**src/rtl/ps2_pkg.sv**
```systemverilog
// Shared constants for the PS/2 receive path: prefix byte values and
// the frame FSM state encoding.
package ps2_pkg;

  localparam logic [7:0] PS2_EXT = 8'hE0;
  localparam logic [7:0] PS2_BRK = 8'hF0;

  typedef enum logic [1:0] {
    IDLE   = 2'd0,
    DATA   = 2'd1,
    PARITY = 2'd2,
    STOP   = 2'd3
  } frame_state_e;

endpackage

```
**src/rtl/ps2_frame_rx.sv**
```systemverilog
// PS/2 frame receiver: pin synchroniser, clock glitch filter, 11-bit frame FSM
// and mid-frame timeout. All outputs are single-cycle pulses in the decision cycle.
module ps2_frame_rx
  import ps2_pkg::*;
#(
  parameter int SYNC_STAGES = 2,
  parameter int GLITCH_CYC  = 8,
  parameter int TIMEOUT_CYC = 100000
) (
  input  logic       clk,
  input  logic       reset,
  input  logic       ps2_clk,
  input  logic       ps2_dat,
  output logic [7:0] data,
  output logic       data_valid,
  output logic       parity_err,
  output logic       frame_err
);

  localparam int FW = $clog2(GLITCH_CYC + 1);
  localparam int TW = $clog2(TIMEOUT_CYC);

  logic [SYNC_STAGES-1:0] clk_sync;
  logic [SYNC_STAGES-1:0] dat_sync;
  logic                   clk_s;
  logic                   dat_s;

  // NOTE: synchroniser and filter state reset to 1 so a reset on an idle
  // (high) bus cannot manufacture a falling edge when it is released.
  always_ff @(posedge clk) begin
    if (reset) begin
      clk_sync <= '1;
      dat_sync <= '1;
    end else begin
      clk_sync <= (clk_sync << 1) | SYNC_STAGES'(ps2_clk);
      dat_sync <= (dat_sync << 1) | SYNC_STAGES'(ps2_dat);
    end
  end

  assign clk_s = clk_sync[SYNC_STAGES-1];
  assign dat_s = dat_sync[SYNC_STAGES-1];

  logic [FW-1:0] flt_cnt;
  logic          clk_flt;
  logic          clk_flt_q;
  logic          fedge;

  always_ff @(posedge clk) begin
    if (reset) begin
      flt_cnt   <= '0;
      clk_flt   <= 1'b1;
      clk_flt_q <= 1'b1;
    end else begin
      clk_flt_q <= clk_flt;
      if (clk_s == clk_flt) begin
        flt_cnt <= '0;
      end else if (flt_cnt == FW'(GLITCH_CYC - 1)) begin
        flt_cnt <= '0;
        clk_flt <= clk_s;
      end else begin
        flt_cnt <= flt_cnt + 1'b1;
      end
    end
  end

  assign fedge = clk_flt_q & ~clk_flt;

  frame_state_e  state, state_next;
  logic [2:0]    bit_cnt, bit_cnt_next;
  logic [7:0]    shift, shift_next;
  logic          par, par_next;
  logic [TW-1:0] tmo_cnt;
  logic          timeout;

  // A falling edge in the expiry cycle keeps the frame alive.
  assign timeout = (state != IDLE) && !fedge && (tmo_cnt == TW'(TIMEOUT_CYC - 1));

  // NOTE: sequential state uses non-blocking assignments only, so every
  // register samples pre-edge values regardless of statement order.
  always_ff @(posedge clk) begin
    if (reset) begin
      state   <= IDLE;
      bit_cnt <= '0;
      shift   <= '0;
      par     <= 1'b0;
      tmo_cnt <= '0;
    end else begin
      state   <= state_next;
      bit_cnt <= bit_cnt_next;
      shift   <= shift_next;
      par     <= par_next;
      tmo_cnt <= (fedge || timeout || state == IDLE) ? '0 : tmo_cnt + 1'b1;
    end
  end

  // NOTE: every combinational output gets a default before any branch,
  // which keeps this block free of inferred latches.
  always_comb begin
    state_next   = state;
    bit_cnt_next = bit_cnt;
    shift_next   = shift;
    par_next     = par;
    data_valid   = 1'b0;
    parity_err   = 1'b0;
    frame_err    = 1'b0;
    if (timeout) begin
      state_next = IDLE;
      frame_err  = 1'b1;
    end else if (fedge) begin
      case (state)
        IDLE: begin
          if (!dat_s) begin
            state_next   = DATA;
            bit_cnt_next = '0;
          end
        end
        DATA: begin
          shift_next   = {dat_s, shift[7:1]};
          bit_cnt_next = bit_cnt + 3'd1;
          if (bit_cnt == 3'd7) state_next = PARITY;
        end
        PARITY: begin
          par_next   = dat_s;
          state_next = STOP;
        end
        STOP: begin
          state_next = IDLE;
          if (!dat_s)               frame_err  = 1'b1;
          else if (!(^{shift, par})) parity_err = 1'b1;
          else                      data_valid = 1'b1;
        end
        default: state_next = IDLE;
      endcase
    end
  end

  assign data = shift;

endmodule

```
**src/rtl/ps2_rx_decoder.sv**
```systemverilog
// PS/2 keyboard receive front end: frame receiver plus E0/F0 prefix
// stripping, yielding one tagged scan code per key event.
module ps2_rx_decoder
  import ps2_pkg::*;
#(
  parameter int SYNC_STAGES = 2,
  parameter int GLITCH_CYC  = 8,
  parameter int TIMEOUT_CYC = 100000
) (
  input  logic       CLOCK_50,
  input  logic       reset,
  input  logic       PS2_CLK,
  input  logic       PS2_DAT,
  output logic [7:0] byte_out,
  output logic       byte_valid,
  output logic [7:0] code,
  output logic       code_valid,
  output logic       is_extended,
  output logic       is_break,
  output logic       parity_err,
  output logic       frame_err
);

  logic [7:0] rx_byte;
  logic       rx_valid;
  logic       rx_perr;
  logic       rx_ferr;
  logic       ext_pend;
  logic       brk_pend;

  ps2_frame_rx #(
    .SYNC_STAGES(SYNC_STAGES),
    .GLITCH_CYC (GLITCH_CYC),
    .TIMEOUT_CYC(TIMEOUT_CYC)
  ) u_frame_rx (
    .clk       (CLOCK_50),
    .reset     (reset),
    .ps2_clk   (PS2_CLK),
    .ps2_dat   (PS2_DAT),
    .data      (rx_byte),
    .data_valid(rx_valid),
    .parity_err(rx_perr),
    .frame_err (rx_ferr)
  );

  always_ff @(posedge CLOCK_50) begin
    if (reset) begin
      byte_out    <= '0;
      byte_valid  <= 1'b0;
      code        <= '0;
      code_valid  <= 1'b0;
      is_extended <= 1'b0;
      is_break    <= 1'b0;
      parity_err  <= 1'b0;
      frame_err   <= 1'b0;
      ext_pend    <= 1'b0;
      brk_pend    <= 1'b0;
    end else begin
      byte_valid <= rx_valid;
      parity_err <= rx_perr;
      frame_err  <= rx_ferr;
      code_valid <= 1'b0;
      if (rx_valid) begin
        byte_out <= rx_byte;
        if (rx_byte == PS2_EXT) begin
          ext_pend <= 1'b1;
        end else if (rx_byte == PS2_BRK) begin
          brk_pend <= 1'b1;
        end else begin
          code        <= rx_byte;
          is_extended <= ext_pend;
          is_break    <= brk_pend;
          code_valid  <= 1'b1;
          ext_pend    <= 1'b0;
          brk_pend    <= 1'b0;
        end
      end
      // A dropped frame may have been the tail of a prefixed sequence.
      if (rx_perr || rx_ferr) begin
        ext_pend <= 1'b0;
        brk_pend <= 1'b0;
      end
    end
  end

endmodule

```
**config.mk**
```make
export PLATFORM = sky130hd
export DESIGN_NAME = ps2_rx_decoder
export DESIGN_NICKNAME = d
export VERILOG_FILES = /design/src/rtl/ps2_pkg.sv /design/src/rtl/ps2_frame_rx.sv /design/src/rtl/ps2_rx_decoder.sv
export SDC_FILE = /design/constraint.sdc
export NUM_CORES = 1
export LEC_CHECK = 0
export BUFFER_PORTS_ARGS = -buffer_cell sky130_fd_sc_hd__clkbuf_2
export CAP_MARGIN = 0
export CORE_ASPECT_RATIO = 1.2
export CORE_MARGIN = 1.5
export CORE_UTILIZATION = 55
export CTS_BUF_LIST = sky130_fd_sc_hd__clkbuf_8
export DETAILED_ROUTE_END_ITERATION = 8
export GPL_TIMING_DRIVEN = 1
export PLACE_DENSITY = 0.72
export SLEW_MARGIN = 0
export SYNTH_ARGS = -nofsm -noshare
export SYNTH_HDL_FRONTEND = slang
export SYNTH_SLANG_ARGS = --single-unit
```
**constraint.sdc**
```tcl
create_clock -name CLOCK_50 -period 2.1 [get_ports CLOCK_50]
set_input_delay 0.105 -clock CLOCK_50 [delete_from_list [all_inputs] [get_ports CLOCK_50]]
set_output_delay 0.105 -clock CLOCK_50 [all_outputs]
set_load 0.005 [all_outputs]
```
# Yosys cells after proc, flatten, opt, wreduce, memory -nomap -nowiden
# Cells that the tools add are included.
# W data, S select, Z words.
totals:
  register_bits: 65
  latchBits: 0
  mem_bits_rw: 0
  rom_bits: 0
  input_bits: 4
  out_inout_bits: 22
  elab_cells: 90
  memories: 0
classes:
  n_addsub: 3
  n_mul: 0
  div: 0
  order_cmp: 0
  eq_ne: 12
  shifts: 0
  muxes: 23
  bitwise: 9
  reduce_logical: 23
op_table:
  columns: ["operator", "count"]
  rows:
  - ["$mux W1", 18]
  - ["$add A17 B1 Y17 const B", 1]
  - ["$eq A17 B17 Y1 const B", 1]
  - ["$eq A8 B8 Y1 const B", 2]
  - ["$reduce_and A3 Y1", 4]
  - ["$reduce_xor A9 Y1", 1]
  - ["$pmux W2 S4", 1]
  - ["$not A1 Y1", 6]
  - ["$pmux W3 S2", 1]
  - ["$reduce_and A2 Y1", 3]
  - ["$reduce_or A2 Y1", 3]
  - ["$reduce_or A3 Y1", 2]
  - ["$add A4 B1 Y4 const B", 1]
  - ["$eq A2 B2 Y1 const B", 2]
  - ["$eq A4 B3 Y1 const B", 1]
  - ["$mux W2", 2]
  - ["$ne A2 B2 Y1 const B", 2]
  - ["$or A2 B1 Y2", 2]
  - ["$reduce_and A4 Y1", 1]
  - ["$reduce_bool A2 Y1", 2]
  - ["$add A3 B1 Y3 const B", 1]
  - ["$eq A3 B3 Y1 const B", 1]
  - ["$logic_or A1 B1 Y1", 3]
  - ["$mux W3", 1]
  - ["other kinds (7)", 8]

# Longest topological paths before layout
# Gate-level depths: netlist (run 1).
logic_depth:
  word_depth: 8
  ltp_mapped: 7

# By module
# A second synthesis (run 1) with hierarchy kept.
hier_totals:
  cells_unflattened: 283
  area_unflattened_um2: 2716.4
modules_own_cells:
  columns: ["module", "instances", "cells_per_inst", "area_per_inst_um2"]
  rows:
  - ["ps2_frame_rx", 1, 196, 1855.5]
  - ["ps2_rx_decoder", 1, 87, 860.8]

# Worst setup path after synthesis (run 1)
# OpenSTA, ideal clock, no wires.
synth_timing:
  kind: "reg-to-reg"
  start: "reg u_frame_rx.tmo_cnt[0]"
  end: "reg u_frame_rx.tmo_cnt[10]"
  setup_time_ps: 65
  arrival_time_ps: 1770
  setup_slack_ps: 265
  path_stages_with_launch: 8
  cell_sequence: "dfxtp_1 ha_1 and4_1 and4_1 or4_1 clkbuf_1 clkbuf_1 nor2_1"
synth_between:
  elab_chain_cells: 5
synth_rtl:
  columns: ["item", "line", "text"]
  rows:
  - ["start, declared", "ps2_frame_rx.sv:72", "logic [TW-1:0] tmo_cnt;"]
  - ["start signal, assigned", "ps2_frame_rx.sv:92", "tmo_cnt <= (fedge || timeout || state == IDLE) ? '0 : tmo_cnt + 1'b1;"]
  - ["parallel branches: the longest is 5 deep, another holds $add A17 B1 Y17", null, null]
# Parallel ways; which one is timed is not known.
# A chain may end at the register's enable or synchronous reset.

# Worst setup path in the final report (run 1)
layout_timing:
  start: "reg u_frame_rx.shift[0], in the netlist u_frame_rx.data[0]"
  end: "reg is_break"
layout_between:
  elab_chain_cells: 7
layout_rtl:
  columns: ["item", "line", "text"]
  rows:
  - ["start, declared", "ps2_frame_rx.sv:70", "logic [7:0] shift, shift_next;"]
  - ["start signal, assigned", "ps2_frame_rx.sv:90", "shift <= shift_next;"]
  - ["$reduce_xor A9 Y1", "ps2_frame_rx.sv:129", "else if (!(^{shift, par})) parity_err = 1'b1;"]
  - ["$mux W1", "ps2_frame_rx.sv:129", null]
  - ["$mux W1", "ps2_frame_rx.sv:128", "if (!dat_s) frame_err = 1'b1;"]
  - ["$mux W1", "ps2_frame_rx.sv:110", "case (state)"]
  - ["$mux W1", "ps2_frame_rx.sv:109", "end else if (fedge) begin"]
  - ["$mux W1", "ps2_frame_rx.sv:106", "if (timeout) begin"]
  - ["$reduce_and A3 Y1 (no line) (*)", null, null]
  - ["end signal, assigned", "ps2_rx_decoder.sv:72", "is_break <= brk_pend;"]
  - ["end, declared", "ps2_rx_decoder.sv:19", "output logic is_break,"]
# Every way passes the cells marked *; elsewhere a longest branch is shown, timed or not.

==> results of run 1 <==
==> cells by family (layout without fill, tap and decap cells) <==
family          after synthesis  in the layout  share of synthesized area, %
fa+ha+maj                     8              8                          3.73
flops                        65             65                          48.5
xor+xnor                     22             22                          8.81
buf+inv                      24             70                          3.78
mux                          12             12                          4.94
simple gates                124            124                          22.6
compound gates               33             33                          7.65
==> cells in the final DEF, fill, tap and decap left out, drive strengths merged, types with 2 or more instances in the layout <==
| cell type | instances |
|---|---|
| xor2 | 12 |
| nand3 | 8 |
| buf | 15 |
| nor3 | 8 |
| nor4bb | 2 |
| and3 | 2 |
| or3 | 4 |
| a21oi | 18 |
| dlygate4sd3 | 2 |
| ha | 8 |
| and4 | 3 |
| dfxtp | 65 |
| nor2 | 53 |
| o21ai | 4 |
| mux2i | 12 |
| inv | 13 |
| nand2 | 17 |
| clkbuf | 36 |
| a211oi | 2 |
| xnor2 | 7 |
| nor2b | 6 |
| o2111a | 2 |
| or2 | 10 |
| a32oi | 2 |
| xnor3 | 2 |
| nand4 | 4 |
| clkinv | 2 |
==> metal layers <==
| metal | vias to the layer above | routed length (um) | track usage, % |
|---|---|---|---|
| met5 | - | 0 | 0 |
| met4 | 0 | 146 | 11.8 |
| met3 | 16 | 156 | 6.49 |
| met2 | 37 | 2410 | 34.6 |
| met1 | 956 | 2140 | 21.6 |
| li1 | 1056 | - | - |
==> final cells by class <==
class / count / area [um^2]
clock buffer: 11 / 151
clock inverter: 5 / 55.1
fill: 395 / 1460
inverter: 12 / 45.0
multi-input combinational: 199 / 1280
sequential: 65 / 1300
tap: 58 / 72.6
timing repair buffer: 42 / 258
==> worst paths after layout <==
path	startpoint	endpoint	slack [ns]
setup / recovery	u_frame_rx.data[0]$_SDFFE_PP0P_	is_break$_SDFFE_PP0P_	0.16
hold / removal	reset	u_frame_rx.data[7]$_SDFFE_PP0P_	0.22
setup reg to reg	u_frame_rx.data[0]$_SDFFE_PP0P_	is_break$_SDFFE_PP0P_	0.16
hold reg to reg	u_frame_rx.clk_sync[0]$_SDFF_PP1_	u_frame_rx.clk_sync[1]$_SDFF_PP1_	0.41
==> tightest hold or removal path, delay by kind of cell <==
kind | cells | cell delay, ns
buffers and inverters | 2 | 0.32
AND/OR/NAND/NOR | 1 | 0.11
==> per-stage QoR <==
step	instances	instance area [um^2]	util, %
after global placement	372	2920	63.2
after global routing	392	3160	68.4
final	392	3160	68.4
after floorplan	288	2680	-
after CTS	390	3150	68.0
after detailed placement	372	2920	63.2
==> sequential cells by signal, indices dropped and copies added (netlist names) <==
register	cells
u_frame_rx.data	8
parity_err	1
u_frame_rx.bit_cnt	3
is_break	1
u_frame_rx.flt_cnt	4
u_frame_rx.tmo_cnt	17
is_extended	1
u_frame_rx.clk_flt_q	1
u_frame_rx.par	1
brk_pend	1
byte_valid	1
ext_pend	1
u_frame_rx.state	2
u_frame_rx.clk_sync	2
byte_out	8
frame_err	1
code	8
code_valid	1
u_frame_rx.clk_flt	1
u_frame_rx.dat_sync	2
==> what timing repair did <==
item	in CTS	in global routing
buffers inserted	0	2
setup endpoints to repair	0	4
hold endpoints to repair	2	0
hold buffers	2	0
==> power by group <==
part / internal [mW] / leakage, nW / switching, mW
sequential: 1.24 / 0.524 / 0.00220
combinational: 0.0107 / 0.671 / 0.0168
clock: 0.608 / 0.107 / 0.471
total: 1.86 / 1.30 / 0.490
==> results by group, run 1 <==
Outcome
  • Result of the run: finished, final reports clean

Power
  • Power per Cell Area: 741 nW/um^2
  • Static leakage power: 1.30 nW
  • Post-route total power: 2.34 mW
  • Worst ir drop on vdd: 488 uV

GRT
  • Global-route wire length before repair: 8000 um
  • Number of global-route vias before repair: 1883
  • Maximum number of pins on one net before global-route repair: 24
  • Leftover overflow at the end of global routing: 0
  • Global router's overall resource usage: 20.3%
  • Antenna violations before repair: 0

CTS
  • Depth of the CTS H-tree: 3
  • Worst-skew pair later-pin latency: 0.35 ns
  • CTS sink count: 65
  • Clock transition at the registers of the reported paths: 0.07 ns
  • CTS buffer count: 9
  • Clock Tree Buf Depth: 2
  • Post-cts sizing count: 0
  • Root buffer cell: clkbuf_8
  • Clock tree from TritonCTS: yes

STA
  • Final critical path time including I/O delays and setup: 1.94 ns
  • Sum of negative setup slack: 0 ns
  • Transition time of the tightest slew-check pin: 0.502 ns
  • Post-route fraction of the period consumed by the critical path: 92.5%
  • Total count of max-transition violations in the final report: 0
  • Hold Worst Slack: 0.219 ns
  • Count of final hold-check violations: 0
  • Headroom to the max-slew limit: 66.3%
  • Post-route clock skew: 0.0118 ns
  • Min setup slack post-route: 0.158 ns
  • Number of failing setup endpoints in the final timing report: 0
  • Max Fclk: 515 MHz
  • RSZ-0062 raised after global routing: no

Detailed routing
  • Overall routed net length: 4850 um
  • DR DRC count: 0
  • First-iteration detailed-routing DRC count: 102
  • Detail-routed via count per cell: 5.27
  • Average wire per standard cell: 12.4 um
  • Detailed-route via count: 2065
  • Detail Route Antenna Nets: 0
  • 1st-pass router iterations: 4

Layout
  • Total Nets Final: 341
  • Layout cell share with drive strength beyond 1: 20.1%
  • Layout-stage area growth over the synthesis result: 17.9%
  • Diode insertion count for antenna repair: 0

Synth
  • Net Count, Synth: 300
  • Post-synth top area share: 48.5%
  • #FFs+latches synth: 65
  • Share of flip-flops with an asynchronous set or reset after synthesis: 0%
  • Mean cell area of the mapped netlist: 9.32 um^2
  • Portion of the post-synthesis area used by sequential elements: 48.5%
  • EDFF count, synth: 0
  • Synth area leaders: dfxtp_1, nor2_1, mux2i_1
  • Top cell type by total area after synthesis: dfxtp_1
  • Distinct cell type count of the synthesized netlist: 41
  • Syn. warnings: 0
  • Post-synth design cell area: 2680 um^2
  • Most frequently used flop master after synthesis: dfxtp_1
  • Leading cell types by count after synthesis: dfxtp_1, nor2_1, a21oi_1
  • Leading cell type by number of instances after synthesis: dfxtp_1
  • Cells after Synth: 288

Setup path
  • Ordered list of cells on the worst path: xor2_1, xnor3_2, mux2i_1, buf_4, mux2i_1, nor2_1
  • Most common cell type on the critical path: mux2i_1
  • Sum of buffers and inverters on the critical path: 1
  • Total number of cells along the worst setup path: 6
  • WP data required: 2.34 ns
  • Max incr delay on CP: 0.50 ns
  • Highest fanout seen on the critical path: 6
  • R2R cell count: 6
  • Critical path capture point type: flop
  • Family with the most delay on the worst path: XOR/XNOR gates
  • Crit path kind: reg -> reg
  • Crit-path slowest cell: xnor3_2
  • Critical Path AT: 2.18 ns
  • Type of origin of the critical path: flop

Worst hold path
  • Cell depth of the worst min-delay path: 3
  • Worst hold-check path type: in -> reg

Die
  • Chip height: 79.5 um
  • I/O Pins: 26
  • Number of rows in the core area: 27
  • Starting density of the core: 58.0%
  • Die area: 5310 um^2
  • Total core area: 4630 um^2
  • Die boundary width: 66.8 um

Placed design
  • Post-place setup slack: 0.0951 ns
  • Final weighted congestion in routability-driven placement: 0.781
  • Port Buf Inserts: 25
  • Post-detail-place hpwl: 3370 um

Job
  • Max cap viols: 0
Power figures use the tool's default switching activity.
==> inputs of run 2 (changes only) <==
Settings changed: BUFFER_PORTS_ARGS -buffer_cell sky130_fd_sc_hd__clkbuf_2 to -buffer_cell sky130_fd_sc_hd__buf_2, PLACE_DENSITY 0.72 to unset, PLACE_DENSITY_LB_ADDON set to 0.08.
==> run 2 against run 1 <==
Against the previous run:
- sequential power hardly changed
- clock-buffer cell count unchanged
- global-route usage increased by 0.43 points
- critical endpoint is now code[3]$_SDFFE_PP0P_
- clock power fell by 4%
==> results by group, run 2 (synthesis gave the netlist of run 1 again) <==
Detailed routing
  • Overall routed net length: 4790 um
  • Average wire per standard cell: 12.3 um
  • Detailed-route via count: 1997
  • Detail-routed via count per cell: 5.13
  • DR DRC count: 0
  • 1st-pass router iterations: 4
  • Detail Route Antenna Nets: 0
  • First-iteration detailed-routing DRC count: 92

CTS
  • Depth of the CTS H-tree: 3
  • Post-cts sizing count: 0
  • Worst-skew pair later-pin latency: 0.34 ns
  • CTS buffer count: 9
  • Clock Tree Buf Depth: 2
  • Clock tree from TritonCTS: yes
  • CTS sink count: 65
  • Clock transition at the registers of the reported paths: 0.07 ns
  • Root buffer cell: clkbuf_8

Layout
  • Final non-filler cell total: 389
  • Commonest non-fill, non-tap cell in the layout: dfxtp_1
  • Layout-stage area growth over the synthesis result: 17.4%
  • Total Nets Final: 339
  • Diode insertion count for antenna repair: 0
  • Most frequent cells in the layout: dfxtp_1, nor2_1, buf_2
  • Layout cell share with drive strength beyond 1: 19.3%
  • Flip-flop count of the largest register after layout: 17
  • Register name with the most flops: u_frame_rx.tmo_cnt

Placed design
  • Post-detail-place hpwl: 3190 um
  • Port Buf Inserts: 25
  • Final weighted congestion in routability-driven placement: 0.835
  • Cell count after placement: 369

Setup path
  • Family with the most delay on the worst path: simple AND/OR/NAND/NOR gates
  • RR Startpoint: u_frame_rx.data[7]$_SDFFE_PP0P_
  • Critical path capture point type: flop
  • Critical path origin: u_frame_rx.data[7]$_SDFFE_PP0P_
  • Total number of cells along the worst setup path: 6
  • Reg-to-reg endpoint: code[3]$_SDFFE_PP0P_
  • Worst setup slack for register-to-register paths: 0.15 ns
  • Highest fanout seen on the critical path: 7
  • R2R cell count: 6
  • Ordered list of cells on the worst path: xor3_1, nor2_1, mux2i_4, buf_12, or2_2, a21oi_1
  • WP data required: 2.37 ns
  • Critical Path AT: 2.22 ns
  • Crit path kind: reg -> reg
  • Endpoint of the most critical setup path: code[3]$_SDFFE_PP0P_
  • Type of origin of the critical path: flop
  • Sum of buffers and inverters on the critical path: 1
  • Max incr delay on CP: 0.49 ns
  • Crit-path slowest cell: xor3_1

Outcome
  • Result of the run: finished, final reports clean

Die
  • Starting density of the core: 58.0%
  • Die area: 5310 um^2
  • Chip height: 79.5 um
  • Die boundary width: 66.8 um
  • Total core area: 4630 um^2
  • I/O Pins: 26
  • Number of rows in the core area: 27

Power
  • Power per Cell Area: 732 nW/um^2
  • Static leakage power: 1.32 nW
  • Worst ir drop on vdd: 534 uV
  • Post-route total power: 2.31 mW

STA
  • RSZ-0062 raised after global routing: no
  • Sum of negative setup slack: 0 ns
  • Hold Worst Slack: 0.285 ns
  • Total count of max-transition violations in the final report: 0
  • Headroom to the max-slew limit: 69.3%
  • Post-route clock skew: 0.00727 ns
  • Number of failing setup endpoints in the final timing report: 0
  • Final critical path time including I/O delays and setup: 1.95 ns
  • Count of final hold-check violations: 0
  • Post-route fraction of the period consumed by the critical path: 93.0%
  • Transition time of the tightest slew-check pin: 0.460 ns
  • Max Fclk: 512 MHz

GRT
  • Number of global-route vias before repair: 1917
  • Global router's overall resource usage: 20.7%
  • Maximum number of pins on one net before global-route repair: 45
  • Leftover overflow at the end of global routing: 0
  • Global-route wire length before repair: 8230 um
  • Antenna violations before repair: 0

Job
  • Max cap viols: 0

Worst hold path
  • Worst hold-check path type: in -> reg
  • Cell depth of the worst min-delay path: 4
==> run 2: cell types whose count changed in the layout (fill, tap and decap cells not counted) <==
cell	delta
clkinv_4	-1
buf_4	-3
buf_12	+1
clkinvlp_4	-1
buf_2	+25
clkbuf_2	-25
clkinv_2	+1
==> run 2: final cells by class <==
cell class                 instances  area, um^2
inverter                          12        45.0
multi-input combinational        199        1280
clock buffer                      11         151
fill                             369        1480
timing repair buffer              40         255
sequential                        65        1300
clock inverter                     4        43.8
tap                               58        72.6
==> run 2: how the worst min path moves through the flow <==
stage / startpoint / end / slack, ns
after detailed placement: PS2_CLK / u_frame_rx.clk_sync[0]$_SDFF_PP1_ / 0.29
after global placement: PS2_CLK / u_frame_rx.clk_sync[0]$_SDFF_PP1_ / 0.29
after global routing: reset / u_frame_rx.tmo_cnt[0]$_SDFF_PP0_ / 0.32
final: reset / u_frame_rx.tmo_cnt[1]$_SDFF_PP0_ / 0.28
after floorplan: PS2_CLK / u_frame_rx.clk_sync[0]$_SDFF_PP1_ / 0.21
after CTS: reset / u_frame_rx.tmo_cnt[15]$_SDFF_PP0_ / 0.29
==> run 2: power breakdown <==
part | switching [mW] | internal, mW | leakage [nW]
Sequential | 0.00204 | 1.24 | 0.524
Combinational | 0.0165 | 0.00950 | 0.687
Clock | 0.445 | 0.598 | 0.106
Total | 0.463 | 1.84 | 1.32
==> run 2: through the flow <==
stage / util [%] / cell area [um^2] / setup WS, ns
4_1_cts: 67.3 / 3120 / 0.111
6_report: 68.1 / 3150 / 0.147
2_1_floorplan: - / 2680 / 0.265
3_3_place_gp: 62.7 / 2900 / 0.205
3_5_place_dp: 62.7 / 2900 / 0.141
5_1_grt: 68.1 / 3150 / 0.0179
==> run 2: what timing repair did <==
action	4_1_cts	5_1_grt
setup endpoints to repair	0	2
endpoints found under the hold margin	2	0
buffers inserted	0	3
hold buffers	2	0
==> run 2: routing by layer <==
layer	up-vias	track usage, %	routed length [um]
met5	-	0	0
met1	899	24.4	2230
met4	0	8.57	108
met3	11	8.04	187
met2	32	33.4	2260
li1	1055	-	-
==> run 2: tightest hold or removal path: cells and delay by family <==
kind | cells | cell delay, ns
buffers and inverters | 2 | 0.31
AND/OR/NAND/NOR | 2 | 0.16
